==> src/rtl/clk_div_prog_pkg.sv <==
// Shared constants and helpers for the programmable clock divider.
// Combinational only; no latency or backpressure.
package clk_div_prog_pkg;

  localparam int          DIV_SEL_W   = 3;
  localparam int          MAX_NCH     = 8;
  localparam int unsigned DIV_RST_DEF = 100000000;

  typedef enum logic [2:0] {
    ACT_HOLD,
    ACT_CLR,
    ACT_INC,
    ACT_WRAP,
    ACT_APPLY
  } chan_act_e;

  function automatic logic sel_valid(input logic [DIV_SEL_W-1:0] sel, input int nch);
    return (int'(sel) < nch) && (int'(sel) < MAX_NCH);
  endfunction

endpackage

==> src/rtl/clk_div_prog_if.sv <==
// Control/status bundle of the divider: enables, clear, divisor load, ticks and squares.
// Plain wires; no latency or backpressure of its own.
interface clk_div_prog_if
  import clk_div_prog_pkg::*;
#(
  parameter int NCH   = 4,
  parameter int CNT_W = 27
) ();

  logic [NCH-1:0]       en;
  logic                 sync_clr;
  logic                 div_load;
  logic [DIV_SEL_W-1:0] div_sel;
  logic [CNT_W-1:0]     div_in;
  logic [NCH-1:0]       div_busy;
  logic                 load_err;
  logic [NCH-1:0]       tick;
  logic [NCH-1:0]       sq;

  modport master (
    output en, sync_clr, div_load, div_sel, div_in,
    input  div_busy, load_err, tick, sq
  );

  modport slave (
    input  en, sync_clr, div_load, div_sel, div_in,
    output div_busy, load_err, tick, sq
  );

endinterface

==> src/rtl/clk_div_prog_chan.sv <==
// One divider channel: counter, active/staged divisor, tick and square (cnt_out with CLK_DIV_CNT_OUT_EN).
// Tick registered one cycle after terminal count; no backpressure, loads always accepted.
module clk_div_prog_chan
  import clk_div_prog_pkg::*;
#(
  parameter int          CNT_W   = 27,
  parameter int unsigned DIV_RST = DIV_RST_DEF
) (
  input  logic             clk,
  input  logic             rst,
  input  logic             en,
  input  logic             sync_clr,
  input  logic             load,
  input  logic [CNT_W-1:0] load_val,
`ifdef CLK_DIV_CNT_OUT_EN
  output logic [CNT_W-1:0] cnt_out,
`endif
  output logic             busy,
  output logic             tick,
  output logic             sq
);

  localparam logic [CNT_W-1:0] ONE = CNT_W'(1);

  logic [CNT_W-1:0] cnt;
  logic [CNT_W-1:0] div_reg;
  logic [CNT_W-1:0] pend;
  chan_act_e        act;
  logic             apply;

  always_comb begin
    act = ACT_HOLD;
    if (sync_clr)
      act = ACT_CLR;
    else if (en)
      act = (cnt == div_reg - ONE) ? ACT_WRAP : ACT_INC;
    else if (busy)
      act = ACT_APPLY;
  end

  // A staged divisor only takes over at a period boundary: clear, terminal or idle edge.
  assign apply = busy && (act != ACT_INC) && (act != ACT_HOLD);

  always_ff @(posedge clk or posedge rst) begin
    if (rst) begin
      cnt     <= '0;
      div_reg <= CNT_W'(DIV_RST);
      pend    <= '0;
      busy    <= 1'b0;
      tick    <= 1'b0;
      sq      <= 1'b0;
    end else begin
      tick <= 1'b0;
      case (act)
        ACT_CLR: begin
          cnt <= '0;
          sq  <= 1'b0;
        end
        ACT_WRAP: begin
          cnt  <= '0;
          tick <= 1'b1;
          sq   <= ~sq;
        end
        ACT_INC:   cnt <= cnt + ONE;
        ACT_APPLY: cnt <= '0;
        default:   ;
      endcase
      if (apply)
        div_reg <= pend;
      // A new load wins over the clear of busy, so it is staged for the next boundary.
      if (load) begin
        pend <= load_val;
        busy <= 1'b1;
      end else if (apply) begin
        busy <= 1'b0;
      end
    end
  end

`ifdef CLK_DIV_CNT_OUT_EN
  assign cnt_out = cnt;
`endif

endmodule

==> src/rtl/clk_div_prog.sv <==
// Multi-channel programmable divider: load decode/validation, load_err pulse, NCH channels (cnt_out with CLK_DIV_CNT_OUT_EN).
// load_err one cycle after a rejected load; ticks one cycle after terminal; no backpressure.
module clk_div_prog
  import clk_div_prog_pkg::*;
#(
  parameter int          NCH     = 4,
  parameter int          CNT_W   = 27,
  parameter int unsigned DIV_RST = DIV_RST_DEF
) (
  input  logic                 clk,
  input  logic                 rst,
`ifdef CLK_DIV_CNT_OUT_EN
  output logic [NCH*CNT_W-1:0] cnt_out,
`endif
  clk_div_prog_if.slave        bus
);

  logic           ld_ok;
  logic           load_err_q;
  logic [NCH-1:0] busy_v;
  logic [NCH-1:0] tick_v;
  logic [NCH-1:0] sq_v;

  assign ld_ok = bus.div_load && sel_valid(bus.div_sel, NCH) && (bus.div_in != '0);

  always_ff @(posedge clk or posedge rst) begin
    if (rst)
      load_err_q <= 1'b0;
    else
      load_err_q <= bus.div_load && !ld_ok;
  end

  for (genvar i = 0; i < NCH; i++) begin : g_ch
    clk_div_prog_chan #(
      .CNT_W   (CNT_W),
      .DIV_RST (DIV_RST)
    ) u_chan (
      .clk      (clk),
      .rst      (rst),
      .en       (bus.en[i]),
      .sync_clr (bus.sync_clr),
      .load     (ld_ok && (bus.div_sel == DIV_SEL_W'(i))),
      .load_val (bus.div_in),
`ifdef CLK_DIV_CNT_OUT_EN
      .cnt_out  (cnt_out[i*CNT_W +: CNT_W]),
`endif
      .busy     (busy_v[i]),
      .tick     (tick_v[i]),
      .sq       (sq_v[i])
    );
  end

  assign bus.div_busy = busy_v;
  assign bus.tick     = tick_v;
  assign bus.sq       = sq_v;
  assign bus.load_err = load_err_q;

endmodule
==> src/flat_wrapper.sv <==
// flat-port wrapper written by rule: the top's interface ports become plain ports
module clk_div_prog_flat import clk_div_prog_pkg::*;
#(
  parameter int          NCH     = 4,
  parameter int          CNT_W   = 27,
  parameter int unsigned DIV_RST = DIV_RST_DEF
)
  (clk, rst, bus_en, bus_sync_clr, bus_div_load, bus_div_sel, bus_div_in, bus_div_busy, bus_load_err, bus_tick, bus_sq);
  clk_div_prog_if #(.NCH(NCH), .CNT_W(CNT_W)) bus_i ();
  input  logic clk;
  input  logic rst;
  input wire logic [$bits(bus_i.en)-1:0] bus_en;
  input wire logic [$bits(bus_i.sync_clr)-1:0] bus_sync_clr;
  input wire logic [$bits(bus_i.div_load)-1:0] bus_div_load;
  input wire logic [$bits(bus_i.div_sel)-1:0] bus_div_sel;
  input wire logic [$bits(bus_i.div_in)-1:0] bus_div_in;
  output wire logic [$bits(bus_i.div_busy)-1:0] bus_div_busy;
  output wire logic [$bits(bus_i.load_err)-1:0] bus_load_err;
  output wire logic [$bits(bus_i.tick)-1:0] bus_tick;
  output wire logic [$bits(bus_i.sq)-1:0] bus_sq;
  assign bus_i.en = bus_en;
  assign bus_i.sync_clr = bus_sync_clr;
  assign bus_i.div_load = bus_div_load;
  assign bus_i.div_sel = bus_div_sel;
  assign bus_i.div_in = bus_div_in;
  assign bus_div_busy = bus_i.div_busy;
  assign bus_load_err = bus_i.load_err;
  assign bus_tick = bus_i.tick;
  assign bus_sq = bus_i.sq;
  clk_div_prog #(.NCH(NCH), .CNT_W(CNT_W), .DIV_RST(DIV_RST)) u_core (.clk(clk), .rst(rst), .bus(bus_i));
endmodule
==> config.mk <==
export PLATFORM = sky130hd
export DESIGN_NAME = clk_div_prog_flat
export DESIGN_NICKNAME = d
export VERILOG_FILES = /design/src/rtl/clk_div_prog_pkg.sv /design/src/rtl/clk_div_prog_if.sv /design/src/rtl/clk_div_prog_chan.sv /design/src/rtl/clk_div_prog.sv /design/src/flat_wrapper.sv
export SDC_FILE = /design/constraint.sdc
export NUM_CORES = 1
export LEC_CHECK = 0
export BUFFER_PORTS_ARGS = -buffer_cell sky130_fd_sc_hd__buf_2
export CAP_MARGIN = 20
export CORE_MARGIN = 3
export CORE_UTILIZATION = 45
export DETAILED_ROUTE_END_ITERATION = 6
export GPL_TIMING_DRIVEN = 0
export PLACE_DENSITY = 0.62
export SYNTH_ARGS = -nofsm -noshare
export SYNTH_HDL_FRONTEND = slang
export SYNTH_HIERARCHICAL = 1
export SYNTH_SLANG_ARGS = --single-unit
==> constraint.sdc <==
create_clock -name clk -period 8.85 [get_ports clk]
set_clock_uncertainty 0.05 [all_clocks]
set_input_delay 0.4425 -clock clk [delete_from_list [all_inputs] [get_ports clk]]
set_output_delay 0.4425 -clock clk [all_outputs]
set_load 0.01 [all_outputs]
# Word-level counts from Yosys, hierarchy flattened
# Cells that the tools add are included.
# totals
reg_bits	337
inputBits	38
word_cells	139
# op_classes
add_sub_neg	8
n_lt_le_gt_ge	1
n_eq_ne	27
muxes	36
bitwise	4
reduce_logical	38
# ops
cell	count
$pmux W27 S2	4
$add A27 B1 Y27 const B	4
$eq A27 B27 Y1	4
$sub A27 B1 Y27 const B	4
$mux W3	12
$eq A3 B2 Y1 const B	10
$reduce_bool A27 Y1	1
$reduce_bool A2 Y1	12
$mux W1	16
$eq A3 B1 Y1 const B	5
$logic_and A1 B1 Y1	15
$eq A3 B3 Y1 const B	4
$ne A3 B2 Y1 const B	4
$reduce_bool A3 Y1	4
$reduce_or A3 Y1	4
$pmux W1 S2	4
$not A1 Y1	4
$logic_not A3 Y1	1
$lt A3 B3 Y1 const B	1
$logic_not A1 Y1	1

# Longest topological paths before layout
# Gate-level depths: netlist of the first run.
# logic_depth
word_depth	10
depth_mapped	14

# Modules after synthesis
# The synthesis of the first run kept the hierarchy.
# by_module_without_submodules
module	n_inst	cells_each	area_per_inst_um2
clk_div_prog_chan (u_core.g_ch[0].u_chan ...)	3	477	4933.5
clk_div_prog_chan (u_core.g_ch[3].u_chan)	1	444	4675.7
clk_div_prog	1	23	178.9

# Worst setup path before layout of the first run
# No wires, ideal clock.
# synth_timing
path_kind	register to register
start	register u_core.g_ch[3].u_chan.div_reg[0]
end	register u_core.g_ch[3].u_chan.div_reg[0]
arrival_time_ns	3.305
required_ns	8.673
setup_slack_ns	5.368
stages_incl_launch_ff	14
path_buffers	2
path_cell_list	dfrtp_1 inv_1 ha_1 xnor2_1 a211oi_1 o211ai_1 or3_1 or3_1 or4_1 o21ai_2 and2_1 buf_4 buf_8 mux2_1
# synth_via
elab_chain_cells	8
# synth_lines
item	line_no	rtl
start, declared	clk_div_prog_chan.sv:26	logic [CNT_W-1:0] div_reg;
start signal, assigned	clk_div_prog_chan.sv:47	div_reg <= CNT_W'(DIV_RST);
start signal, assigned	clk_div_prog_chan.sv:69	div_reg <= pend;
$sub A27 B1 Y27 (*)	clk_div_prog_chan.sv:36	act = (cnt == div_reg - ONE) ? ACT_WRAP : ACT_INC;
$eq A27 B27 Y1 (*)	clk_div_prog_chan.sv:36	
$mux W1 (*)	clk_div_prog_chan.sv:36	
$mux W3 (*)	clk_div_prog_chan.sv:35	else if (en)
$mux W3 (*)	clk_div_prog_chan.sv:33	if (sync_clr)
$ne A3 B2 Y1	clk_div_prog_chan.sv:42	assign apply = busy && (act != ACT_INC) && (act != ACT_HOLD);
$logic_and A1 B1 Y1	clk_div_prog_chan.sv:42	
$logic_and A1 B1 Y1 (*)	clk_div_prog_chan.sv:42	
# Every way passes the cells marked *; elsewhere a longest branch is shown, timed or not.
# A chain may end at the register's enable or synchronous reset.

# Final worst setup path of the first run
# layout_timing
start	register u_core.g_ch[3].u_chan.div_reg[0]
end	register u_core.g_ch[3].u_chan.cnt[3]
# layout_via
elab_chain_cells	8
# layout_lines
item	line_no	rtl
$sub A27 B1 Y27 (*)	clk_div_prog_chan.sv:36	
$eq A27 B27 Y1 (*)	clk_div_prog_chan.sv:36	
$mux W1 (*)	clk_div_prog_chan.sv:36	
$mux W3 (*)	clk_div_prog_chan.sv:35	
$mux W3 (*)	clk_div_prog_chan.sv:33	
$eq A3 B3 Y1 (tied with other cells)	clk_div_prog_chan.sv:54	case (act)
$reduce_or A3 Y1 (no source line)	-	
$pmux W27 S2 or $reduce_bool A2 Y1 (tied branches)	-	
end signal, assigned	clk_div_prog_chan.sv:64	ACT_INC: cnt <= cnt + ONE;
end, declared	clk_div_prog_chan.sv:25	logic [CNT_W-1:0] cnt;
# Marked as above.

==> impl_metrics.yaml, run 1 <==
finish:
  layout_commonest_cell: "sky130_fd_sc_hd__dfrtp_1"
  fin_nets: 2039
  layout.cells.most_common_list: "289 x sky130_fd_sc_hd__dfrtp_1, 131 x sky130_fd_sc_hd__mux2_2, 124 x sky130_fd_sc_hd__a21oi_1"
  antenna_cells_inserted: 0
  area.growth.synth_to_final_pct: 12.5
  fill_cells: 3811
  final_core_utilization_pct: 52.0
  share_of_final_layout_standard_cells_stronger_than_drive_strength_1_pct: 22.6
global_routing:
  grt_pass1_vias: 15425
  grt_antenna_before_repair: 2
  groute.usage.overall_pct: 22.4
  grt_pass1_wl_mm: 84.2
  largest_net_degree_at_the_start_of_global_routing: 56
  grt_overflow: 0
drt:
  route.vias.total: 15643
  ant_nets: 0
  detail_route.wl_per_cell_um: 20.1
  initialDrtViolationCount: 905
  vias_per_cell: 6.02
  drt-pass1-iter-count: 5
  post-route-drc-count: 0
  route.final.wire_length_mm: 52.3
clocking:
  cts.htree.levels: 2
  cts.clk_slew.worst_paths_ns: 0.06
  cts_root_buf: "sky130_fd_sc_hd__clkbuf_16"
  worstSkewPairLatency_ns: 0.56
  post_cts_buffers: 0
  tritoncts: "built"
  numClockSinks: 337
  cts_buffer_depth: 3
  cts_made_buffers: 38
power_and_ir_drop:
  max-vdd-ir-drop_uv: 164
  internal_power_mw: 3.74
  share_clk_of_total_power_pct: 30.6
  power.total_mw: 5.56
  net_load_switching_power_mw: 1.82
  leakage_nw: 8.78
  share_comb_of_total_power_pct: 27.7
  sequentialPowerShare_pct: 41.7
  p_sw_share_pct: 32.7
  power-per-cell-area_mw_per_mm2: 252
critical_path:
  critical_path_required_time_ns: 9.22
  r2r_slack_ns: 4.82
  rr_startpoint: "u_core/g_ch[3].u_chan/div_reg[0]"
  critical_path_cell_count: 12
  crit_path_start: "u_core/g_ch[3].u_chan/div_reg[0]"
  worst-path-max-fanout: 10
  setup.worst_path.end: "u_core/g_ch[3].u_chan/cnt[3]"
  cp.arrival_ns: 4.40
  crit_slowest_cell: "sky130_fd_sc_hd__a2111oi_0"
  startpoint_type: "flip-flop"
  critPathKind: "flip-flop to flip-flop"
  path_delay_family: "simple AND/OR/NAND/NOR gates"
  crit-reg2reg-capture: "u_core/g_ch[3].u_chan/cnt[3]"
  worst_r2r_path_depth: 12
  path_buf_inv: 2
  critPathCaptureType: "flip-flop"
  critical_path.max_stage_delay_ns: 0.51
  worstPathCellList: "inv_1 > ha_1 > nor4b_2 > nand4_1 > a2111oi_0 > nor2_1 > nand2_1 > nand3b_1 > nand4bb_1 > nand2_1 > clkbuf_1 > nor2_1"
yosys:
  ys.warnings.count: 6
  synth_fp_nets: 1944
  syn-instance-count: 1898
  synth_seq_cells: 337
  synth.cell_area_sq_mm: 0.0197
  synth-async-reset-ratio_pct: 100
  register_area_share_after_synthesis_pct: 43.2
  syn_avg_cell_area_sq_um: 10.4
  yosysUniqueCellTypes: 77
  synth_top_flop_cell: "sky130_fd_sc_hd__dfrtp_1"
  synth-edff-count: 0
die:
  die-area_sq_mm: 0.0462
  boundaryPins: 51
  die_span_y_um: 215
  core_area_sq_mm: 0.0425
  placementRows: 75
  die_w_um: 215
  initial_core_util_pct: 46.2
place:
  place_congestion: 0.888
  hpwlAfterDp_mm: 37.9
  io_buffer_count: 50
timing:
  final_hold_viol_count: 0
  max_freq_mhz: 248
  final_min_period_over_clock_period_pct: 45.6
  finalSetupViolCount: 0
  maxSlewHeadroom_pct: 49.7
  fin_tns_setup_ns: 0
  grt_setup_unrepaired: "false"
  min_period_ns: 4.03
  report.final.slew_viol_count: 0
  transition_time_at_the_pin_with_the_least_slew_margin_ns: 0.748
hold_path:
  type_of_the_most_critical_hold_path: "input pin to flip-flop"
job:
  drv.max_cap_violation_count: 0
outcome:
  outcome: "complete, no violations"
[synthesized netlist by cell type, types with 6 or more instances]
master                       n  share of area (%)
sky130_fd_sc_hd__a211o_1     7               0.31
sky130_fd_sc_hd__a21oi_1   124                3.2
sky130_fd_sc_hd__a31o_2      9               0.40
sky130_fd_sc_hd__a31oi_1     9               0.29
sky130_fd_sc_hd__a32oi_1     6               0.27
sky130_fd_sc_hd__and2_1     15               0.48
sky130_fd_sc_hd__and3_1     32                1.0
sky130_fd_sc_hd__and4_1     23                1.0
sky130_fd_sc_hd__buf_1      13               0.25
sky130_fd_sc_hd__buf_2      25               0.64
sky130_fd_sc_hd__buf_4      12               0.46
sky130_fd_sc_hd__buf_6       6               0.34
sky130_fd_sc_hd__clkbuf_1   59                1.1
sky130_fd_sc_hd__dfrtp_1   289                 37
sky130_fd_sc_hd__dfstp_2    48                6.4
sky130_fd_sc_hd__ha_1        8               0.51
sky130_fd_sc_hd__inv_1      33               0.63
sky130_fd_sc_hd__mux2_1     27                1.5
sky130_fd_sc_hd__mux2_2    131                7.5
sky130_fd_sc_hd__mux2_4     60                4.6
sky130_fd_sc_hd__mux2i_1     7               0.36
sky130_fd_sc_hd__nand2_1    82                1.6
sky130_fd_sc_hd__nand2b_1   14               0.45
sky130_fd_sc_hd__nand3_1    61                1.6
sky130_fd_sc_hd__nand3b_1   17               0.65
sky130_fd_sc_hd__nand4_1    77                2.5
sky130_fd_sc_hd__nand4b_1    8               0.36
sky130_fd_sc_hd__nor2_1     84                1.6
sky130_fd_sc_hd__nor3_1     40                1.0
sky130_fd_sc_hd__nor4_1     36                1.1
sky130_fd_sc_hd__nor4_2     11               0.70
sky130_fd_sc_hd__nor4b_1    13               0.58
sky130_fd_sc_hd__o211ai_1    7               0.27
sky130_fd_sc_hd__o21a_1     10               0.38
sky130_fd_sc_hd__o21ai_0    57                1.5
sky130_fd_sc_hd__o21ai_1     7               0.18
sky130_fd_sc_hd__o31ai_1    69                2.6
sky130_fd_sc_hd__or2_2      13               0.41
sky130_fd_sc_hd__or3_1      68                2.2
sky130_fd_sc_hd__or4_1      71                2.7
sky130_fd_sc_hd__xnor2_1    57                2.5
sky130_fd_sc_hd__xor2_1     73                3.3
[power groups by stage]
| stage | Sequential (mW) | Clock, mW | Combinational, mW |
|---|---|---|---|
| after floorplan | 2.20 | 0 | 1.25 |
| after global placement | 2.32 | 0 | 1.49 |
| after detailed placement | 2.33 | 0 | 1.53 |
| after CTS | 2.31 | 1.75 | 1.54 |
| after global routing | 2.38 | 1.80 | 1.71 |
| final | 2.32 | 1.70 | 1.54 |
[cell type report]
cell class / instances / area [sq um] / area share, %
Multi-Input combinational cell: 1411 / 10500 / 47.3
Sequential cell: 337 / 8490 / 38.4
Clock buffer: 56 / 1160 / 5.25
Tap cell: 577 / 722 / 3.27
Buffer: 117 / 583 / 2.64
Timing Repair Buffer: 55 / 363 / 1.64
Clock inverter: 13 / 194 / 0.877
Inverter: 33 / 134 / 0.606
[cell families (layout without fill, tap and decap cells)]
| family | Yosys count | after routing | share of synthesized area [%] |
|---|---|---|---|
| AND/OR/NAND/NOR | 688 | 688 | 20.9 |
| AO/OA/AOI/OAI | 360 | 360 | 12.0 |
| flip-flops | 337 | 337 | 43.2 |
| multiplexers | 225 | 225 | 14.0 |
| buffers and inverters | 150 | 274 | 3.60 |
| XOR/XNOR | 130 | 130 | 5.79 |
| adder cells (fa/ha/maj) | 8 | 8 | 0.509 |
[repair_timing]
| action | CTS | global route |
|---|---|---|
| hold buffers | 1 | 0 |
| resized for setup | 0 | 0 |
| hold endpoints to repair | 59 | 0 |
| endpoints found under the setup margin | 0 | 0 |
[routing by layer]
metal	wire, um	share of wire (%)	vias to the layer above	GRT usage (%)
met3	2240	4.3	91	2.92
met2	24400	47	365	36.4
met5	21	0.040	-	0
met4	1460	2.8	4	7.69
met1	24200	46	7784	30.9
li1	-	-	7399	-
[per-stage QoR]
stage	std cells	setup slack, ns	hold WS, ns	area [sq um]
after floorplan	1898	5.37	0.121	19700
after global placement	2525	4.91	0.308	20600
after detailed placement	2529	4.86	0.375	20700
after CTS	2599	4.82	0.123	22100
after global routing	2599	4.47	0.156	22100
final	2599	4.82	0.168	22100
[worst min-delay path by stage]
stage / depth (start not counted) / to / startpoint / slack, ns
after floorplan: 1 / u_core/bus.load_err / rst / 0.12
after global placement: 2 / u_core/bus.load_err / rst / 0.31
after detailed placement: 2 / u_core/bus.load_err / rst / 0.38
after CTS: 2 / u_core/bus.load_err / bus_div_load / 0.12
after global routing: 2 / u_core/bus.load_err / bus_div_load / 0.16
final: 2 / u_core/bus.load_err / bus_div_sel[2] / 0.17
(Power assumes the default switching activity.)
==> inputs of run 2 (changes only) <==
--- a/config.mk
+++ b/config.mk
@@ -11,7 +11,7 @@
 export CORE_UTILIZATION = 45
 export DETAILED_ROUTE_END_ITERATION = 6
 export GPL_TIMING_DRIVEN = 0
-export PLACE_DENSITY = 0.62
+export PLACE_DENSITY = 0.64
 export SYNTH_ARGS = -nofsm -noshare
 export SYNTH_HDL_FRONTEND = slang
 export SYNTH_HIERARCHICAL = 1
==> constraint.sdc (replaced) <==
create_clock -name clk -period 3.37 [get_ports clk]
set_clock_uncertainty 0.05 [all_clocks]
set_input_delay 0.1685 -clock clk [delete_from_list [all_inputs] [get_ports clk]]
set_output_delay 0.1685 -clock clk [all_outputs]
set_load 0.01 [all_outputs]
==> impl_metrics.yaml, run 2 (synthesis gave the netlist of run 1 again) <==
clocking:
  numClockSinks: 337
  cts.clk_slew.worst_paths_ns: 0.05
  worstSkewPairLatency_ns: 0.55
  tritoncts: "built"
  cts_root_buf: "sky130_fd_sc_hd__clkbuf_16"
  cts_made_buffers: 39
  cts_buffer_depth: 3
  cts.htree.levels: 2
critical_path:
  crit_path_start: "u_core/g_ch[3].u_chan/div_reg[0]"
  critical_path.max_stage_delay_ns: 0.50
  critPathKind: "flip-flop to flip-flop"
  crit-reg2reg-capture: "u_core/g_ch[3].u_chan/div_reg[7]"
  r2r_slack_ns: -0.16
  startpoint_type: "flip-flop"
  timing.critical_path.mode_cell: "sky130_fd_sc_hd__or3_4"
  path_buf_inv: 3
  crit_slowest_cell: "sky130_fd_sc_hd__or4_4"
  path_delay_family: "simple AND/OR/NAND/NOR gates"
  cp.arrival_ns: 3.90
  setup.worst_path.end: "u_core/g_ch[3].u_chan/div_reg[7]"
  worstPathCellList: "inv_2 > ha_4 > xnor2_2 > a211oi_2 > o211ai_1 > or3_4 > or3_4 > or4_4 > o21ai_4 > and2_4 > buf_12 > buf_8 > mux2_4"
  worst-path-max-fanout: 5
  rr_startpoint: "u_core/g_ch[3].u_chan/div_reg[0]"
  critPathCaptureType: "flip-flop"
  critical_path_cell_count: 13
  critical_path_required_time_ns: 3.74
  worst_r2r_path_depth: 13
drt:
  post-route-drc-count: 0
  route.final.wire_length_mm: 57.2
  route.vias.total: 16428
  detail_route.wl_per_cell_um: 21.0
  vias_per_cell: 6.03
  ant_nets: 0
  initialDrtViolationCount: 1016
  drt-pass1-iter-count: 5
finish:
  share_of_final_layout_standard_cells_stronger_than_drive_strength_1_pct: 35.8
  layout.cells.most_common_list: "268 x sky130_fd_sc_hd__dfrtp_1, 123 x sky130_fd_sc_hd__mux2_2, 99 x sky130_fd_sc_hd__a21oi_1"
  layout_commonest_cell: "sky130_fd_sc_hd__dfrtp_1"
  area.growth.synth_to_final_pct: 27.2
  postLayoutCellArea_sq_mm: 0.0250
  fin_nets: 2163
global_routing:
  groute.usage.overall_pct: 23.4
  grt_pass1_wl_mm: 88.2
  grt_pass1_vias: 15803
  grt_overflow: 0
  grt_antenna_before_repair: 2
  largest_net_degree_at_the_start_of_global_routing: 51
timing:
  maxSlewHeadroom_pct: 51.8
  finalSetupViolCount: 72
  final_min_period_over_clock_period_pct: 105
  report.final.slew_viol_count: 0
  transition_time_at_the_pin_with_the_least_slew_margin_ns: 0.723
  final_hold_viol_count: 0
  hold_ws_ns: 0.0572
  max_freq_mhz: 283
  post-route-worst-setup-slack_ns: -0.159
  fin_tns_setup_ns: -5.79
  min_period_ns: 3.53
  grt_setup_unrepaired: "true"
place:
  place_congestion: 0.895
  placed_area_sq_mm: 0.0207
  hpwlAfterDp_mm: 38.1
  io_buffer_count: 50
power_and_ir_drop:
  p_sw_share_pct: 33.4
  max-vdd-ir-drop_uv: 432
  internal_power_mw: 10.6
  share_comb_of_total_power_pct: 32.9
  leakage_nw: 9.93
  share_clk_of_total_power_pct: 27.7
  sequentialPowerShare_pct: 39.4
  power-per-cell-area_mw_per_mm2: 639
  net_load_switching_power_mw: 5.33
die:
  initial_core_util_pct: 46.2
  boundaryPins: 51
  die_span_y_um: 215
  placementRows: 75
  die-area_sq_mm: 0.0462
  core_area_sq_mm: 0.0425
  die_w_um: 215
job:
  drv.max_cap_violation_count: 0
outcome:
  outcome: "finished with violations"
  failed_checks: "negative setup slack"
hold_path:
  type_of_the_most_critical_hold_path: "input pin to flip-flop"
run 2: power by group through the flow:
| stage | registers (mW) | clock network [mW] | logic [mW] |
|---|---|---|---|
| finish | 6.30 | 4.42 | 5.26 |
| detailed placement | 6.13 | 0 | 4.01 |
| global placement | 6.09 | 0 | 3.90 |
| CTS | 6.21 | 4.55 | 4.65 |
| global route | 6.43 | 4.70 | 5.69 |
| floorplan | 5.77 | 0 | 3.28 |
run 2: cell type report:
cell class,count,area (sq um)
fillers,3531,17500
multi-input cells,1411,11700
flip-flops and latches,337,8520
repair buffers,195,1850
clock buffers,59,1180
well taps,577,722
plain buffers,100,707
clock inverters,12,166
inverters,33,134
diodes,1,2.50
run 2: how the worst min path moves through the flow:
stage | start | endpoint | slack (ns) | cells past startpoint
after floorplan | rst | u_core/bus.load_err | -0.15 | 1
after global placement | rst | u_core/bus.load_err | 0.04 | 2
after detailed placement | rst | u_core/bus.load_err | 0.10 | 2
after CTS | bus_div_in[3] | u_core/g_ch[3].u_chan/pend[3] | 0.01 | 2
after global routing | bus_div_in[3] | u_core/g_ch[1].u_chan/pend[3] | 0.02 | 2
final | bus_div_in[3] | u_core/g_ch[0].u_chan/pend[3] | 0.06 | 2
run 2: stage by stage:
| stage | setup slack (ns) | total power, mW | cells | utilization (%) |
|---|---|---|---|---|
| 2_1_floorplan | 0.0102 | 9.05 | 1898 | - |
| 3_3_place_gp | -0.671 | 9.98 | 2525 | 48.5 |
| 3_5_place_dp | -0.756 | 10.1 | 2529 | 48.8 |
| 4_1_cts | -0.0887 | 15.4 | 2679 | 55.4 |
| 5_1_grt | -0.314 | 16.8 | 2724 | 58.8 |
| 6_report | -0.159 | 16.0 | 2725 | 58.8 |
run 2: worst reg2reg max path: cells and delay by family (launching register included):
kind | cells | cell delay (ns)
simple gates | 4 | 1.42
fa+ha+maj | 1 | 0.20
buf+inv | 3 | 0.36
xor+xnor | 1 | 0.13
mux | 1 | 0.30
flops | 1 | 0.42
compound gates | 3 | 0.53
run 2: timing repair:
item | CTS | global route
buffers inserted | 55 | 45
hold buffers | 29 | 0
setup endpoints to repair | 219 | 217
pin swaps | 40 | 128
endpoints found under the hold margin | 237 | 0
cloned | 5 | 8
gates resized for setup | 148 | 249
run 2: routing by layer:
layer / GRT usage, % / vias up / wire, um
met5: 0 / - / 27
met4: 7.95 / 4 / 1700
met3: 2.94 / 113 / 2620
met2: 38.3 / 453 / 27500
met1: 32.4 / 8216 / 25300
li1: - / 7642 / -
==> inputs of run 3 (changes only) <==
--- a/config.mk
+++ b/config.mk
@@ -8,10 +8,10 @@
 export BUFFER_PORTS_ARGS = -buffer_cell sky130_fd_sc_hd__buf_2
 export CAP_MARGIN = 20
 export CORE_MARGIN = 3
-export CORE_UTILIZATION = 45
+export CORE_UTILIZATION = 57
 export DETAILED_ROUTE_END_ITERATION = 6
 export GPL_TIMING_DRIVEN = 0
-export PLACE_DENSITY = 0.64
+export PLACE_DENSITY = 0.78
 export SYNTH_ARGS = -nofsm -noshare
 export SYNTH_HDL_FRONTEND = slang
 export SYNTH_HIERARCHICAL = 1
==> impl_metrics.yaml, run 3 (synthesis gave the netlist of run 1 again) <==
die:
  die_w_um: 192
  die-area_sq_mm: 0.0367
  core_area_sq_mm: 0.0338
  initial_core_util_pct: 58.2
  die_span_y_um: 192
  placementRows: 67
  boundaryPins: 51
power_and_ir_drop:
  power-per-cell-area_mw_per_mm2: 636
  p_sw_share_pct: 34.8
  share_clk_of_total_power_pct: 25.6
  leakage_nw: 9.81
  net_load_switching_power_mw: 5.43
  share_comb_of_total_power_pct: 34.1
  max-vdd-ir-drop_uv: 367
  sequentialPowerShare_pct: 40.3
  internal_power_mw: 10.2
timing:
  maxSlewHeadroom_pct: 33.8
  final_hold_viol_count: 0
  min_period_ns: 3.46
  report.final.slew_viol_count: 0
  post-route-worst-setup-slack_ns: -0.0926
  transition_time_at_the_pin_with_the_least_slew_margin_ns: 0.993
  final_min_period_over_clock_period_pct: 103
  finalSetupViolCount: 80
  max_freq_mhz: 289
  grt_setup_unrepaired: "true"
clocking:
  cts_made_buffers: 37
  cts_root_buf: "sky130_fd_sc_hd__clkbuf_16"
  cts.htree.levels: 2
  cts.clk_slew.worst_paths_ns: 0.06
  worstSkewPairLatency_ns: 0.52
  tritoncts: "built"
  cts_buffer_depth: 3
  numClockSinks: 337
finish:
  fill_cells: 2230
  postLayoutCellArea_sq_mm: 0.0245
  layout.cells.most_common_list: "273 x sky130_fd_sc_hd__dfrtp_1, 124 x sky130_fd_sc_hd__mux2_2, 95 x sky130_fd_sc_hd__a21oi_1"
  layout_commonest_cell: "sky130_fd_sc_hd__dfrtp_1"
  area.growth.synth_to_final_pct: 24.9
  fin_nets: 2157
  ff_latch_area_sq_mm: 0.00851
  multi_input_gate_area_sq_mm: 0.0117
  share_of_final_layout_standard_cells_stronger_than_drive_strength_1_pct: 35.3
  final-instance-count-excl-fill: 2588
  antenna_cells_inserted: 0
job:
  drv.max_cap_violation_count: 0
critical_path:
  critPathKind: "flip-flop to flip-flop"
  worst-path-max-fanout: 6
  critPathCaptureType: "flip-flop"
  critical_path_required_time_ns: 3.70
  cp.arrival_ns: 3.80
  startpoint_type: "flip-flop"
global_routing:
  grt_pass1_wl_mm: 87.6
  grt_overflow: 0
  grt_pass1_vias: 16507
  groute.usage.overall_pct: 29.4
  grt_antenna_before_repair: 2
  largest_net_degree_at_the_start_of_global_routing: 73
hold_path:
  type_of_the_most_critical_hold_path: "input pin to flip-flop"
place:
  hpwlAfterDp_mm: 36.7
  placed_area_sq_mm: 0.0206
  place_congestion: 0.929
  io_buffer_count: 50
  dp_cells: 2400
  placement.setup.worst_slack_ns: -0.641
drt:
  post-route-drc-count: 0
  drt-pass1-iter-count: 5
  ant_nets: 0
  route.vias.total: 17246
  vias_per_cell: 6.66
  initialDrtViolationCount: 1555
  route.final.wire_length_mm: 58.6
  detail_route.wl_per_cell_um: 22.6
outcome:
  outcome: "finished with violations"
  failed_checks: "negative setup slack"
## run 3: cell count changes in the layout (fill, tap and decap cells not counted), sizes merged
cell	previous run	this run
bufinv	4	1
clkbuf	117	112
clkinv	7	12
clkinvlp	1	2
diode	1	0
dlygate4sd3	29	23
inv	33	34
## run 3: power by group through the flow
stage,Sequential (mW),Clock [mW],Combinational [mW]
after floorplan,5.77,0,3.28
after global routing,6.41,4.25,5.72
after CTS,6.20,4.06,4.52
after global placement,6.06,0,3.84
final,6.29,4.00,5.31
after detailed placement,6.12,0,4.00
## run 3: routing by layer
metal  track usage, %  up-vias  part of all wire (%)
li1                 -     7629                     -
met3             4.80      184                   7.3
met5                0        -                 0.046
met4             12.7        4                   4.3
met2             46.7      857                    48
met1             40.0     8572                    40
## run 3: final timing paths
kind	from	end	slack [ns]	depth (start not counted)
hold reg to reg	u_core/g_ch[1].u_chan/pend[11]	u_core/g_ch[1].u_chan/div_reg[11]	0.45	1
min in group asynchronous	rst	u_core/bus.load_err	0.10	3
max in group asynchronous	rst	u_core/g_ch[1].u_chan/div_reg[24]	2.33	4
setup reg to reg	u_core/g_ch[3].u_chan/div_reg[0]	u_core/g_ch[3].u_chan/cnt[15]	-0.09	15
hold / removal	bus_div_in[2]	u_core/g_ch[3].u_chan/pend[2]	0.04	2
setup / recovery	u_core/g_ch[3].u_chan/div_reg[0]	u_core/g_ch[3].u_chan/cnt[15]	-0.09	15
## run 3: what timing repair did
item / in CTS / in global routing
buffers inserted: 34 / 60
gates resized for setup: 126 / 246
pin swaps: 30 / 101
setup endpoints to repair: 217 / 217
hold buffers: 23 / 0
hold endpoints to repair: 232 / 0
cloned: 2 / 13
## run 3: final cells by class
class | instances | area share, %
buffer | 107 | 3.23
sequential | 337 | 34.7
tap | 448 | 2.28
clock inverter | 16 | 0.494
inverter | 33 | 0.545
timing repair buffer | 184 | 6.85
clock buffer | 52 | 4.38
multi-input combinational | 1411 | 47.5
## run 3: worst max-delay path: stages (launching register included)
cell                        delay [ns]
sky130_fd_sc_hd__dfrtp_2          0.43
sky130_fd_sc_hd__inv_2            0.08
sky130_fd_sc_hd__ha_4             0.14
sky130_fd_sc_hd__nor4b_4          0.34
sky130_fd_sc_hd__nand4_1          0.27
sky130_fd_sc_hd__buf_4            0.23
sky130_fd_sc_hd__o22ai_2          0.15
sky130_fd_sc_hd__nand2_1          0.06
sky130_fd_sc_hd__or2_1            0.23
sky130_fd_sc_hd__nand3b_1         0.17
sky130_fd_sc_hd__o21ai_4          0.09
sky130_fd_sc_hd__buf_6            0.14
sky130_fd_sc_hd__buf_6            0.12
sky130_fd_sc_hd__clkbuf_16        0.15
sky130_fd_sc_hd__o41ai_1          0.51
sky130_fd_sc_hd__a21oi_1          0.15
## run 3: through the flow
stage          hold slack [ns]  utilization [%]  total power [mW]  setup TNS, ns
2_1_floorplan           -0.153                -              9.05              0
3_3_place_gp            0.0276             60.6              9.91         -74.12
3_5_place_dp            0.0957             60.9              10.1         -83.91
4_1_cts                0.00819             67.7              14.8          -1.19
5_1_grt                0.00279             72.7              16.4         -15.29
6_report                0.0389             72.7              15.6          -2.29
